===== src/rtl/hex_entry_pkg.sv =====
// Shared types and constants for the manual hex word entry block.
package hex_entry_pkg;

  typedef enum logic [0:0] {
    ENTRY = 1'b0,
    SEND  = 1'b1
  } entry_state_e;

  localparam int unsigned MAX_DIGITS = 8;
  localparam logic [31:0] ADDR_STEP  = 32'd4;

endpackage


===== src/rtl/key_debounce.sv =====
// Two-flop synchroniser plus debouncer for an active-low push-button.
// Emits a one-cycle press pulse on the debounced 1->0 transition.
module key_debounce #(
  parameter int unsigned DEBOUNCE_CYCLES = 50000
) (
  input  logic clock,
  input  logic reset,
  input  logic in_Key,
  output logic out_Level,
  output logic out_Press
);

  localparam int unsigned CntW = (DEBOUNCE_CYCLES > 1) ? $clog2(DEBOUNCE_CYCLES) : 1;
  localparam logic [CntW-1:0] CntLast = CntW'(DEBOUNCE_CYCLES - 1);

  logic            sync1_q, sync2_q;
  logic            level_q;
  logic            press_q;
  logic [CntW-1:0] cnt_q;

  always_ff @(posedge clock or negedge reset) begin
    if (!reset) begin
      sync1_q <= 1'b1;
      sync2_q <= 1'b1;
      level_q <= 1'b1;
      press_q <= 1'b0;
      cnt_q   <= '0;
    end else begin
      sync1_q <= in_Key;
      sync2_q <= sync1_q;
      press_q <= 1'b0;
      if (sync2_q == level_q) begin
        // Any sample matching the current level is a bounce: restart.
        cnt_q <= '0;
      end else if (cnt_q == CntLast) begin
        cnt_q   <= '0;
        level_q <= sync2_q;
        press_q <= ~sync2_q;
      end else begin
        cnt_q <= cnt_q + 1'b1;
      end
    end
  end

  assign out_Level = level_q;
  assign out_Press = press_q;

endmodule


===== src/rtl/hex_word_entry.sv =====
// Manual 32-bit word entry: shift in hex digits from switches, commit the word
// through a valid/ready write port with an auto-incrementing address.
module hex_word_entry
  import hex_entry_pkg::*;
#(
  parameter int unsigned DEBOUNCE_CYCLES = 50000,
  parameter logic [31:0] BASE_ADDR       = 32'h0
) (
  input  logic        clock,
  input  logic        reset,
  input  logic        in_KeyDigit,
  input  logic        in_KeyCommit,
  input  logic [3:0]  in_Nibble,
  input  logic        in_Ready,
  output logic [31:0] out_Word,
  output logic [3:0]  out_Digits,
  output logic        out_Valid,
  output logic [31:0] out_WrData,
  output logic [31:0] out_Addr
);

  logic digit_press, commit_press;
  logic digit_level, commit_level;

  key_debounce #(
    .DEBOUNCE_CYCLES(DEBOUNCE_CYCLES)
  ) u_key_digit (
    .clock    (clock),
    .reset    (reset),
    .in_Key   (in_KeyDigit),
    .out_Level(digit_level),
    .out_Press(digit_press)
  );

  key_debounce #(
    .DEBOUNCE_CYCLES(DEBOUNCE_CYCLES)
  ) u_key_commit (
    .clock    (clock),
    .reset    (reset),
    .in_Key   (in_KeyCommit),
    .out_Level(commit_level),
    .out_Press(commit_press)
  );

  // Debounced levels are not needed here; only press edges drive entry.
  logic unused_levels;
  assign unused_levels = digit_level ^ commit_level;

  entry_state_e state_q;
  logic [31:0]  word_q;
  logic [3:0]   digits_q;
  logic         valid_q;
  logic [31:0]  wr_data_q;
  logic [31:0]  addr_q;

  always_ff @(posedge clock or negedge reset) begin
    if (!reset) begin
      state_q   <= ENTRY;
      word_q    <= '0;
      digits_q  <= '0;
      valid_q   <= 1'b0;
      wr_data_q <= '0;
      addr_q    <= BASE_ADDR;
    end else begin
      unique case (state_q)
        ENTRY: begin
          // Commit takes priority; a coincident digit press is dropped.
          if (commit_press) begin
            if (digits_q != '0) begin
              wr_data_q <= word_q;
              valid_q   <= 1'b1;
              state_q   <= SEND;
            end
          end else if (digit_press) begin
            word_q <= {word_q[27:0], in_Nibble};
            if (digits_q != 4'(MAX_DIGITS)) begin
              digits_q <= digits_q + 4'd1;
            end
          end
        end
        SEND: begin
          if (in_Ready) begin
            valid_q  <= 1'b0;
            addr_q   <= addr_q + ADDR_STEP;
            word_q   <= '0;
            digits_q <= '0;
            state_q  <= ENTRY;
          end
        end
        default: state_q <= ENTRY;
      endcase
    end
  end

  assign out_Word   = word_q;
  assign out_Digits = digits_q;
  assign out_Valid  = valid_q;
  assign out_WrData = wr_data_q;
  assign out_Addr   = addr_q;

endmodule


===== config.mk =====
export PLATFORM = sky130hd
export DESIGN_NAME = hex_word_entry
export DESIGN_NICKNAME = d
export VERILOG_FILES = /design/src/rtl/hex_entry_pkg.sv /design/src/rtl/key_debounce.sv /design/src/rtl/hex_word_entry.sv
export SDC_FILE = /design/constraint.sdc
export NUM_CORES = 1
export LEC_CHECK = 0
export BUFFER_PORTS_ARGS = -buffer_cell sky130_fd_sc_hd__buf_2
export CORE_ASPECT_RATIO = 2
export CORE_UTILIZATION = 60
export CTS_CLUSTER_DIAMETER = 150
export CTS_CLUSTER_SIZE = 16
export DETAILED_ROUTE_END_ITERATION = 7
export GPL_TIMING_DRIVEN = 0
export PLACE_DENSITY = 0.87
export SYNTH_ARGS = -nofsm -noshare
export SYNTH_HDL_FRONTEND = slang
export SYNTH_SLANG_ARGS = --single-unit

===== constraint.sdc =====
create_clock -name clock -period 2.7 [get_ports clock]
set_input_delay 0.135 -clock clock [delete_from_list [all_inputs] [get_ports clock]]
set_output_delay 0.135 -clock clock [all_outputs]
set_load 0.01 [all_outputs]

## Word level (Yosys, flattened, before mapping)

Index checks and enable logic that the tools add are counted.

| cells by class | value |
|---|---|
| muxes and demuxes | 25 |
| order comparisons | 0 |
| div/mod/pow operators | 0 |
| $mul | 0 |
| bitwise gates (word level) | 5 |
| add/sub/neg operators | 4 |
| eq/ne operators | 11 |
| reductions and logical operators | 8 |
| shifts and indexed selects | 0 |

Operators by type and width:

| operator | number |
|---|---|
| 2-to-1 mux 32 bit | 3 |
| 2-to-1 mux 16 bit | 4 |
| one-hot mux 32 bit (2 select lines) | 1 |
| adder 16 x 1 -> 16 bit (second input constant) | 2 |
| adder 32 x 3 -> 32 bit (second input constant) | 1 |
| equality test 16 bit (second input constant) | 2 |
| 2-to-1 mux 4 bit | 4 |
| 2-to-1 mux 1 bit | 10 |
| AND reduction 3 bit | 3 |
| != test 2 bit (second input constant) | 4 |
| one-hot mux 4 bit (2 select lines) | 1 |
| AND reduction 2 bit | 3 |
| NOT 1 bit | 5 |
| adder 4 x 1 -> 4 bit (second input constant) | 1 |
| != test 2 x 1 -> 1 bit (second input constant) | 2 |
| != test 4 bit (second input constant) | 1 |
| one-hot mux 1 bit (2 select lines) | 2 |
| AND reduction 4 bit | 1 |
| nonzero test 4 bit | 1 |
| equality test 1 bit | 2 |

| word-level totals | value |
|---|---|
| output and inout port bits | 101 |
| input port bits | 9 |
| memories | 0 |
| word-level logic and storage cells | 69 |
| bits in latches | 0 |
| RAM bits | 0 |
| memory bits (read-only) | 0 |
| flip-flop bits (word level) | 142 |

## Depth between registers and ports, before layout

Gate-level depths: netlist of the first run.

| depth | value |
|---|---|
| word-level depth | 5 |
| gate-level depth with buffers | 7 |
| mapped depth without buffers | 6 |

## Cells and area by module

A second synthesis of the first run with hierarchy kept.

| second synthesis, totals | value |
|---|---|
| cells, all modules | 537 |
| area, all modules | 6238.5 um^2 |

By module, submodules not included:

| module | instances | cells an instance | area an instance (um^2) |
|---|---|---|---|
| hex_word_entry | 1 | 351 | 4111.4 |
| key_debounce | 2 | 93 | 1063.5 |

## Least setup slack after synthesis of the first run

Ideal clock, no wire load.

| path | value |
|---|---|
| path kind | register -> register |
| from | reg digits_q[0], in the netlist out_Digits[0] |
| to | reg wr_data_q[10], in the netlist out_WrData[10] |
| setup slack | 0.809 ns |
| arrival time | 1.766 ns |
| period minus slack after synthesis | 1.891 ns |
| cell stages (with the launch flop) | 7 |
| library setup time | 0.125 ns |
| required time | 2.575 ns |
| cell sequence | dfrtp_1 > inv_1 > ha_1 > nor3b_1 > nor3b_2 > buf_2 > mux2_2 |

| between the ends | value |
|---|---|
| cells in the longest elaborated chain, start to end | 2 |

RTL lines:

| item | line | text |
|---|---|---|
| start: declaration | hex_word_entry.sv:51 | `logic [3:0] digits_q;` |
| start signal: assignment | hex_word_entry.sv:77 | `digits_q <= digits_q + 4'd1;` |
| nonzero test 4 bit | hex_word_entry.sv:69 | `if (digits_q != '0) begin` |
| AND reduction 3 bit (no line) | n/a |  |
| end signal: assignment | hex_word_entry.sv:70 | `wr_data_q <= word_q;` |
| end: declaration | hex_word_entry.sv:53 | `logic [31:0] wr_data_q;` |

Every way passes these cells.
A chain may end at the register's enable or synchronous reset.

## Worst setup path in the final report of the first run

| path | value |
|---|---|
| from | reg digits_q[0], in the netlist out_Digits[0] |
| to | reg wr_data_q[28], in the netlist out_WrData[28] |

The elaborated chain is that of the path after synthesis.

==> results of run 1 <==
## area by class of cell
class	instances	area [sq um]	share of cell area (%)
Sequential cell	140	3510	47.6
Timing Repair Buffer	115	639	8.67
Buffer	22	105	1.43
Clock buffer	20	457	6.19
Clock inverter	12	135	1.83
Tap cell	132	165	2.24
Inverter	6	22.5	0.305
Multi-Input combinational cell	359	2340	31.7
## metrics by stage
step           total power (W)  utilization [%]  setup TNS (ns)  area, sq um  setup slack [ns]
4_1_cts                0.00456             76.0               0         7370             0.341
2_1_floorplan          0.00218                -               0         5980             0.809
6_report               0.00454             76.0               0         7370             0.286
5_1_grt                0.00466             76.0               0         7370             0.226
3_5_place_dp           0.00224             69.2               0         6710             0.430
3_3_place_gp           0.00223             68.8          -37.74         6680            -0.295
## final timing paths
path | startpoint | end | slack [ns] | cells past startpoint
max in group asynchronous | reset | out_WrData[6]$_DFFE_PN0P_ | 1.69 | 3
min in group asynchronous | reset | u_key_commit.cnt_q[6]$_DFF_PN0_ | 0.19 | 2
setup / recovery | out_Digits[0]$_DFFE_PN0P_ | out_WrData[28]$_DFFE_PN0P_ | 0.29 | 6
hold reg to reg | u_key_commit.sync1_q$_DFF_PN1_ | u_key_commit.sync2_q$_DFF_PN1_ | 0.36 | 0
setup reg to reg | out_Digits[0]$_DFFE_PN0P_ | out_WrData[28]$_DFFE_PN0P_ | 0.29 | 6
hold / removal | in_Ready | state_q$_DFF_PN0_ | 0.04 | 3
## registers in the layout, indices dropped and copies added, names as in the netlist, 4 cells and up
register            count
out_Addr               30
out_WrData             32
u_key_digit.cnt_q      16
u_key_commit.cnt_q     16
out_Digits              4
out_Word               32
## tightest hold or removal path: stages
cell,delay [ns]
buf_2,0.13
inv_1,0.05
a21o_1,0.10
## power by group
| part | leakage, nW | switching [W] | total, W | internal (W) |
|---|---|---|---|---|
| clock | 0.280 | 0.000919 | 0.00234 | 0.00142 |
| sequential | 1.77 | 0.00000980 | 0.00212 | 0.00211 |
| combinational | 1.57 | 0.0000588 | 0.0000853 | 0.0000265 |
## layout by cell type, fill, tap and decap left out, types with 3 or more instances in the layout
master,count
mux2_2,36
clkinvlp_4,4
a21oi_1,5
buf_2,117
o21ai_0,33
and3_1,11
nor2_1,35
nor3_1,4
dlygate4sd3_1,7
inv_6,4
inv_1,6
nand4_1,24
clkbuf_1,9
dfstp_2,6
nor4bb_1,3
ha_1,5
clkbuf_16,17
dfrtp_1,134
xnor2_1,36
nor3b_1,3
nor4_1,4
and4_1,3
xor2_1,19
nand2_1,84
nand3_1,21
## cell usage after synthesis (2+ instances only)
cell type  count  area share [%]
xnor2_1       36             5.3
o31ai_1        2            0.25
nand4_1       24             2.5
or4_1          2            0.25
nor3b_1        3            0.38
nor4b_1        2            0.29
o21ai_0       33             2.8
dfstp_2        6             2.6
buf_2         11            0.92
nor3_2         2            0.34
inv_1          6            0.38
clkbuf_1       8            0.50
nand3_1       21             1.8
nand3b_1       2            0.25
nor3_1         4            0.34
xor2_1        19             2.8
nor4_1         4            0.42
buf_4          2            0.25
and3_2         2            0.25
and3_1        11             1.2
nand2_1       84             5.3
a21oi_1        5            0.42
nor2_1        35             2.2
dfrtp_1      134              56
ha_1           5             1.0
and2_1         2            0.21
nor4_4         2            0.71
mux2_2        36             6.8
nor3b_2        2            0.42
and4_1         3            0.44
nor4bb_1       3            0.50
## kinds of logic (layout without fill, tap and decap cells)
family / count (synthesis) / count (layout) / share of synthesized area, %
fa+ha+maj: 5 / 5 / 1.05
buf+inv: 28 / 175 / 2.14
other cells: 1 / 2 / 0.0628
flops: 140 / 140 / 58.8
simple gates: 214 / 214 / 18.6
compound gates: 47 / 47 / 4.46
mux: 36 / 36 / 6.79
xor+xnor: 55 / 55 / 8.07
## what timing repair did
action,in CTS,in global routing
endpoints found under the hold margin,43,0
endpoints found under the setup margin,0,0
setup buffers,0,0
hold buffers,7,0
## routing by layer
layer / routed length (um) / vias up
met3: 709 / 44
met1: 5330 / 2321
met4: 529 / 0
met2: 8480 / 205
met5: 0 / -
li1: - / 2078
==> impl_metrics.toml, run 1 <==
[clock_network]
cts_tree = "built"
cts_buffers = 17
clock_tree.buffer_depth = 2
cts_root_buf = "clkbuf_16"
htree_levels = 4
clk_pin_slew_ns = 0.06
cts.sinks = 140
cts_resized = 0
clock_latency_ns = 0.42

[sta]
rsz0062_at_grt = "false"
fin_skew_ns = 0.0114
slew_headroom_pct = 53.8
hold_slack_ns = 0.0386
layout_min_cycle_time_ns = 2.41
worst_pin_slew_ns = 0.690
final-max-slew-violation-count = 0
max_freq_mhz = 414
post-route-period-util_pct = 89.4
setup_viol = 0
hold_viol_final = 0

[global_route]
grt_use_met3_pct = 7.06
grt-ovfl-total = 0
antenna_found_initial = 0
met1_usage_pct = 34.1
grt_max_degree = 104
met2_usage_pct = 55.4
grt_pass1_vias = 4995
grt_pass1_wl_mm = 24.5
grt_busiest_layer = "met2"
globalRouteTotalUtil_pct = 31.6

[floorplanning]
die_h_um = 143
fp.coreArea_sq_um = 9700
dieArea_sq_um = 10400
num_io_pins = 110
die_x_um = 72.5
fp-row-count = 51
initial_core_util_pct = 61.6

[cells_and_area]
nets = 675
fill_cells = 599
drive_gt1_share_pct = 31.3
antenna_cells = 0
area_delta_synth_final_pct = 23.4
fin_cells = 806

[run_status]
outcome = "finished clean"

[place]
dpl.hpwl_mm = 9.47
place_congestion = 0.827
dp_cells = 767
portBuffers = 107

[detailed_routing]
wl_mm = 15.0
drtPass1Iterations = 6
drt_iter0_drc = 270
drc_errors = 0
ant_nets = 0
wl_per_cell_um = 18.7
via_per_inst = 5.77
vias = 4648

[setup_path]
critPathMaxStageDelay_ns = 0.59
crit_fanout = 10
arrival_ns = 2.71
crit_type = "reg2reg"
cp.buffers_inverters = 2
crit_family = "simple AND/OR/NAND/NOR gates"
cp_slowest_cell = "nor3b_2"
end_kind = "register"
start_kind = "register"
path_cells = "inv_1, ha_1, nor3b_1, nor3b_2, buf_2, mux2_2"
crit_required_ns = 3.00

[yosys]
avgSynthCellArea_sq_um = 11.4
synth_cell_types = 46
syn_inst = 526
synth-edff-count = 0
ys_ff_latch = 140
synth_ff_type = "dfrtp_1"
async_reset_ff_share_pct = 100
ys_warn_count = 0
syn_area_sq_um = 5970
ys_seq_area_share_pct = 58.8

[worst_hold_path]
hold_class = "in2reg"

[power]
leakage_nw = 3.62
ir_worst_vdd_mv = 0.634
pwr_density_cell_nw_per_um2 = 616

[job]
max_cap_viol_count = 0
Power figures use the tool's default switching activity.
==> inputs of run 2 (changes only) <==
Settings changed: CORE_UTILIZATION 60 to 55, PLACE_DENSITY 0.87 to 0.81.
Clock period 2.7 ns to 2.5 ns, I/O delays scaled along.
==> run 2 against run 1 <==
Sequential share of layout area up 0.097 points; hold slack better by 0.0088 ns; combinational power up 8.0%; critical path depth unchanged; worst setup slack worse by 0.014 ns; cell count up 0.62%; clock skew down 0.0027 ns; core utilization down 6.2 points; register-to-register slack about the same; global-route usage down 3.5 points; power up 5.5%; critical path type unchanged; largest cell class unchanged.
==> impl_metrics.toml, run 2 (synthesized netlist as in run 1, its figures left out) <==
[detailed_routing]
ant_nets = 0
drt_iter0_drc = 233
drtPass1Iterations = 5
wl_mm = 14.3
vias = 4566
via_per_inst = 5.63
drc_errors = 0
wl_per_cell_um = 17.6

[clock_network]
cts_buffers = 17
cts_root_buf = "clkbuf_16"
cts.sinks = 140
post_cts_buffers = 0
clk_pin_slew_ns = 0.06
clock_latency_ns = 0.42
cts_tree = "built"
clock_tree.buffer_depth = 2
htree_levels = 4

[setup_path]
crit_fanout = 10
start_kind = "register"
cp_slowest_cell = "nor3b_2"
crit_required_ns = 2.80
arrival_ns = 2.52
crit_type = "reg2reg"
regToRegSetupSlack_ns = 0.27
timing.rr.start = "out_Digits[1]$_DFFE_PN0P_"
r2r_end = "out_WrData[28]$_DFFE_PN0P_"
reg2reg_depth = 6
critPathMaxStageDelay_ns = 0.49
path_cells = "inv_1, ha_1, nor3b_1, nor3b_2, buf_2, mux2_2"
end_kind = "register"

[place]
dpl.hpwl_mm = 9.68
place_congestion = 0.800
portBuffers = 107
dpl_worst_slack_ns = 0.316

[power]
pwr_density_cell_nw_per_um2 = 651
leakage_nw = 3.62
ir_worst_vdd_mv = 0.526

[floorplanning]
fp.coreArea_sq_um = 10500
fp-row-count = 53
die_x_um = 75.7
num_io_pins = 110
initial_core_util_pct = 56.6
die_h_um = 149
dieArea_sq_um = 11300

[worst_hold_path]
hold_class = "in2reg"
holdCritStartpoint = "in_Ready"
whs_path_depth = 3
hold_path_end = "state_q$_DFF_PN0_"

[sta]
slew_headroom_pct = 56.8
setup_viol = 0
final-max-slew-violation-count = 0
worst_pin_slew_ns = 0.644
max_freq_mhz = 449
fin_skew_ns = 0.00870
layout_min_cycle_time_ns = 2.23
setup_tns_ns = 0
rsz0062_at_grt = "false"
layout_setup_ws_ns = 0.272
hold_viol_final = 0
post-route-period-util_pct = 89.1

[cells_and_area]
antenna_cells = 0
final_common_cell = "dfrtp_1"
drive_gt1_share_pct = 31.5
nets = 675
seq_area_sq_um = 3510
multiInputGateArea_sq_um = 2340
fill_cells = 741
area_delta_synth_final_pct = 23.2
mostFrequentLayoutCells = "134 x dfrtp_1, 117 x buf_2, 84 x nand2_1"

[global_route]
globalRouteTotalUtil_pct = 28.1
antenna_found_initial = 0
grt_pass1_wl_mm = 23.4
grt_max_degree = 92
grt_pass1_vias = 4848
grt-ovfl-total = 0

[job]
max_cap_viol_count = 0

[run_status]
outcome = "finished clean"
run 2: changes by cell type in the layout (fill, tap and decap cells not counted), sizes merged:
cell      before  now
clkinv         2    8
clkbuf        29   28
bufinv         2    1
clkinvlp       4    2
inv           10    8
run 2: worst max-delay path by stage:
stage                                         start                                to  slack, ns  depth (start not counted)
after floorplan           out_Digits[0]$_DFFE_PN0P_        out_WrData[10]$_DFFE_PN0P_       0.61                          6
after global placement                        reset  u_key_commit.cnt_q[15]$_DFF_PN0_      -0.49                          1
after detailed placement  out_Digits[0]$_DFFE_PN0P_        out_WrData[28]$_DFFE_PN0P_       0.32                          6
after CTS                 out_Digits[0]$_DFFE_PN0P_        out_WrData[28]$_DFFE_PN0P_       0.30                          6
after global routing      out_Digits[1]$_DFFE_PN0P_        out_WrData[19]$_DFFE_PN0P_       0.19                          6
final                     out_Digits[1]$_DFFE_PN0P_        out_WrData[28]$_DFFE_PN0P_       0.27                          6
run 2: through the flow:
step	utilization (%)	instances	total power, W	hold WS (ns)	instance area [sq um]
detailed placement	63.7	772	0.00242	0.0985	6720
finish	69.8	811	0.00479	0.0474	7360
CTS	69.8	811	0.00482	0.0375	7360
floorplan	-	527	0.00235	-0.171	5980
global route	69.8	811	0.00491	0.0603	7360
global placement	63.4	771	0.00241	0.232	6680
run 2: layout make-up:
type | count | area share [%]
flip-flops and latches | 140 | 47.7
plain buffers | 22 | 1.43
multi-input cells | 359 | 31.8
repair buffers | 115 | 8.69
clock buffers | 19 | 6.16
well taps | 137 | 2.33
clock inverters | 13 | 1.60
inverters | 6 | 0.306
run 2: repair_timing:
item                                   CTS  global route
gates resized for setup                  0             0
endpoints found under the hold margin   55             0
setup endpoints to repair                0             0
hold buffers                             7             0
run 2: worst max-delay path, delay by kind of cell, from the launching register on:
kind                     cells  cell delay (ns)
adder cells (fa/ha/maj)      1             0.18
buffers and inverters        2             0.45
multiplexers                 1             0.38
AND/OR/NAND/NOR              2             0.64
flip-flops                   1             0.44
run 2: layer usage:
layer	routed length [um]	GRT usage, %	share of wire (%)	vias to the layer above
li1	-	-	-	2070
met1	5130	30.0	36	2308
met5	0	0	0	-
met2	8060	49.8	56	145
met3	594	6.96	4.2	43
met4	489	13.5	3.4	0
run 2: report_power, final:
part | total, W | leakage [nW] | switching [W] | internal (W)
clock network | 0.00241 | 0.279 | 0.000984 | 0.00142
registers | 0.00229 | 1.77 | 0.0000102 | 0.00228
logic | 0.0000921 | 1.57 | 0.0000636 | 0.0000285
total | 0.00479 | 3.62 | 0.00106 | 0.00373
==> inputs of run 3 (changes only) <==
Settings changed: BUFFER_PORTS_ARGS -buffer_cell sky130_fd_sc_hd__buf_2 to not set, CORE_UTILIZATION 55 to 60, DONT_BUFFER_PORTS set to 1, PLACE_DENSITY 0.81 to 0.78.
==> run 3 against run 2 <==
The flow now finishes with violations (negative hold slack); power increased by 0.83%; first-iteration DRC count decreased by 0.86%; maximum frequency decreased by 3.0%; worst setup slack got worse by 0.070 ns; core utilization increased by 0.50 points; non-clock buffer count decreased by 108; critical endpoint unchanged.
==> impl_metrics.toml, run 3 (synthesized netlist as in run 1, its figures left out) <==
[run_status]
outcome = "complete, but fails checks"
violations = "negative hold slack"

[clock_network]
cts_buffers = 17
clock_latency_ns = 0.41
cts.sinks = 140
cts_tree = "built"
clock_tree.buffer_depth = 2
cts_root_buf = "clkbuf_16"
post_cts_buffers = 0
clk_pin_slew_ns = 0.06
hold_buffers = 7
htree_levels = 4

[setup_path]
end_kind = "register"
crit_type = "reg2reg"
reg2reg_depth = 6
start_kind = "register"
r2r_end = "out_WrData[28]$_DFFE_PN0P_"
crit_fanout = 10
timing.rr.start = "out_Digits[0]$_DFFE_PN0P_"
crit_required_ns = 2.79
arrival_ns = 2.59
regToRegSetupSlack_ns = 0.20

[floorplanning]
num_io_pins = 110
fp.coreArea_sq_um = 9700
die_x_um = 72.5
die_h_um = 143
fp-row-count = 51
initial_core_util_pct = 61.6
dieArea_sq_um = 10400

[cells_and_area]
seq_area_sq_um = 3510
drive_gt1_share_pct = 18.4
antenna_cells = 0
area_delta_synth_final_pct = 14.1
utilization_pct = 70.3
fill_cells = 699
multiInputGateArea_sq_um = 2340
final_common_cell = "dfrtp_1"
nets = 567
mostFrequentLayoutCells = "134 x dfrtp_1, 84 x nand2_1, 36 x xnor2_1, 36 x mux2_2, 35 x nor2_1"

[detailed_routing]
via_per_inst = 5.71
drt_iter0_drc = 231
ant_nets = 0
drtPass1Iterations = 4
wl_per_cell_um = 18.0
wl_mm = 12.6
vias = 3989
drc_errors = 0

[power]
ir_worst_vdd_mv = 0.734
leakage_nw = 3.13
pwr_density_cell_nw_per_um2 = 709

[global_route]
grt-ovfl-total = 0
grt_pass1_wl_mm = 20.5
grt_pass1_vias = 4257
grt_max_degree = 141
antenna_found_initial = 0
globalRouteTotalUtil_pct = 26.1

[sta]
layout_min_cycle_time_ns = 2.30
slew_headroom_pct = 56.7
post-route-period-util_pct = 91.9
fin_skew_ns = 0.00719
hold_viol_final = 140
rsz0062_at_grt = "false"
hold_slack_ns = -0.592
setup_viol = 0
final-max-slew-violation-count = 0
max_freq_mhz = 435
setup_tns_ns = 0
worst_pin_slew_ns = 0.646

[place]
place_congestion = 0.820
portBuffers = 0
dpl.hpwl_mm = 8.76

[worst_hold_path]
hold_class = "in2async"

[job]
max_cap_viol_count = 0
## run 3: where the power goes
group / switching [W] / internal, W / total (W) / leakage (nW)
combinational: 0.0000180 / 0.0000190 / 0.0000370 / 1.07
sequential: 0.0000102 / 0.00228 / 0.00229 / 1.77
clock: 0.000986 / 0.00152 / 0.00250 / 0.286
total: 0.00101 / 0.00382 / 0.00483 / 3.13
## run 3: cell type report
class	count	share of cell area [%]
buffer	22	1.54
sequential	140	51.5
tap	132	2.42
inverter	6	0.330
timing repair buffer	7	1.03
multi-input combinational	359	34.4
clock buffer	18	6.44
clock inverter	14	2.35
## run 3: stage by stage
stage / std cells / total power, W / worst slack [ns] / hold WS [ns] / instance area [sq um]
6_report: 698 / 0.00483 / 0.202 / -0.592 / 6820
5_1_grt: 698 / 0.00495 / 0.140 / -0.606 / 6820
4_1_cts: 698 / 0.00486 / 0.0620 / -0.602 / 6810
3_5_place_dp: 659 / 0.00236 / 0.0751 / -0.164 / 6140
3_3_place_gp: 659 / 0.00236 / 0.205 / -0.164 / 6140
2_1_floorplan: 527 / 0.00235 / 0.609 / -0.171 / 5980
## run 3: critical path, cell delays in order, from the launching register on
cell and delay, ns:
dfrtp_1 0.50, inv_1 0.08, ha_1 0.22, nor3b_1 0.16, nor3b_4 0.45, buf_2 0.38
mux2_2 0.39
## run 3: how the worst max path moves through the flow
stage / slack, ns / from / cells past startpoint / to
after floorplan: 0.61 / out_Digits[0]$_DFFE_PN0P_ / 6 / out_WrData[10]$_DFFE_PN0P_
after global placement: 0.20 / out_Digits[0]$_DFFE_PN0P_ / 6 / out_WrData[22]$_DFFE_PN0P_
after detailed placement: 0.08 / out_Digits[0]$_DFFE_PN0P_ / 6 / out_WrData[28]$_DFFE_PN0P_
after CTS: 0.06 / out_Digits[0]$_DFFE_PN0P_ / 6 / out_WrData[28]$_DFFE_PN0P_
after global routing: 0.14 / out_Digits[0]$_DFFE_PN0P_ / 6 / out_WrData[28]$_DFFE_PN0P_
final: 0.20 / out_Digits[0]$_DFFE_PN0P_ / 6 / out_WrData[28]$_DFFE_PN0P_
## run 3: timing repair
item / CTS / global route
resized for setup: 0 / 1
setup endpoints to repair: 0 / 3
endpoints found under the hold margin: 147 / 140
## run 3: per-layer routing
metal	vias to the layer above	global-route usage [%]	wire, um
li1	1857	-	-
met2	114	47.2	7050
met3	24	7.97	799
met4	0	13.6	345
met1	1994	26.1	4380
met5	-	0	0
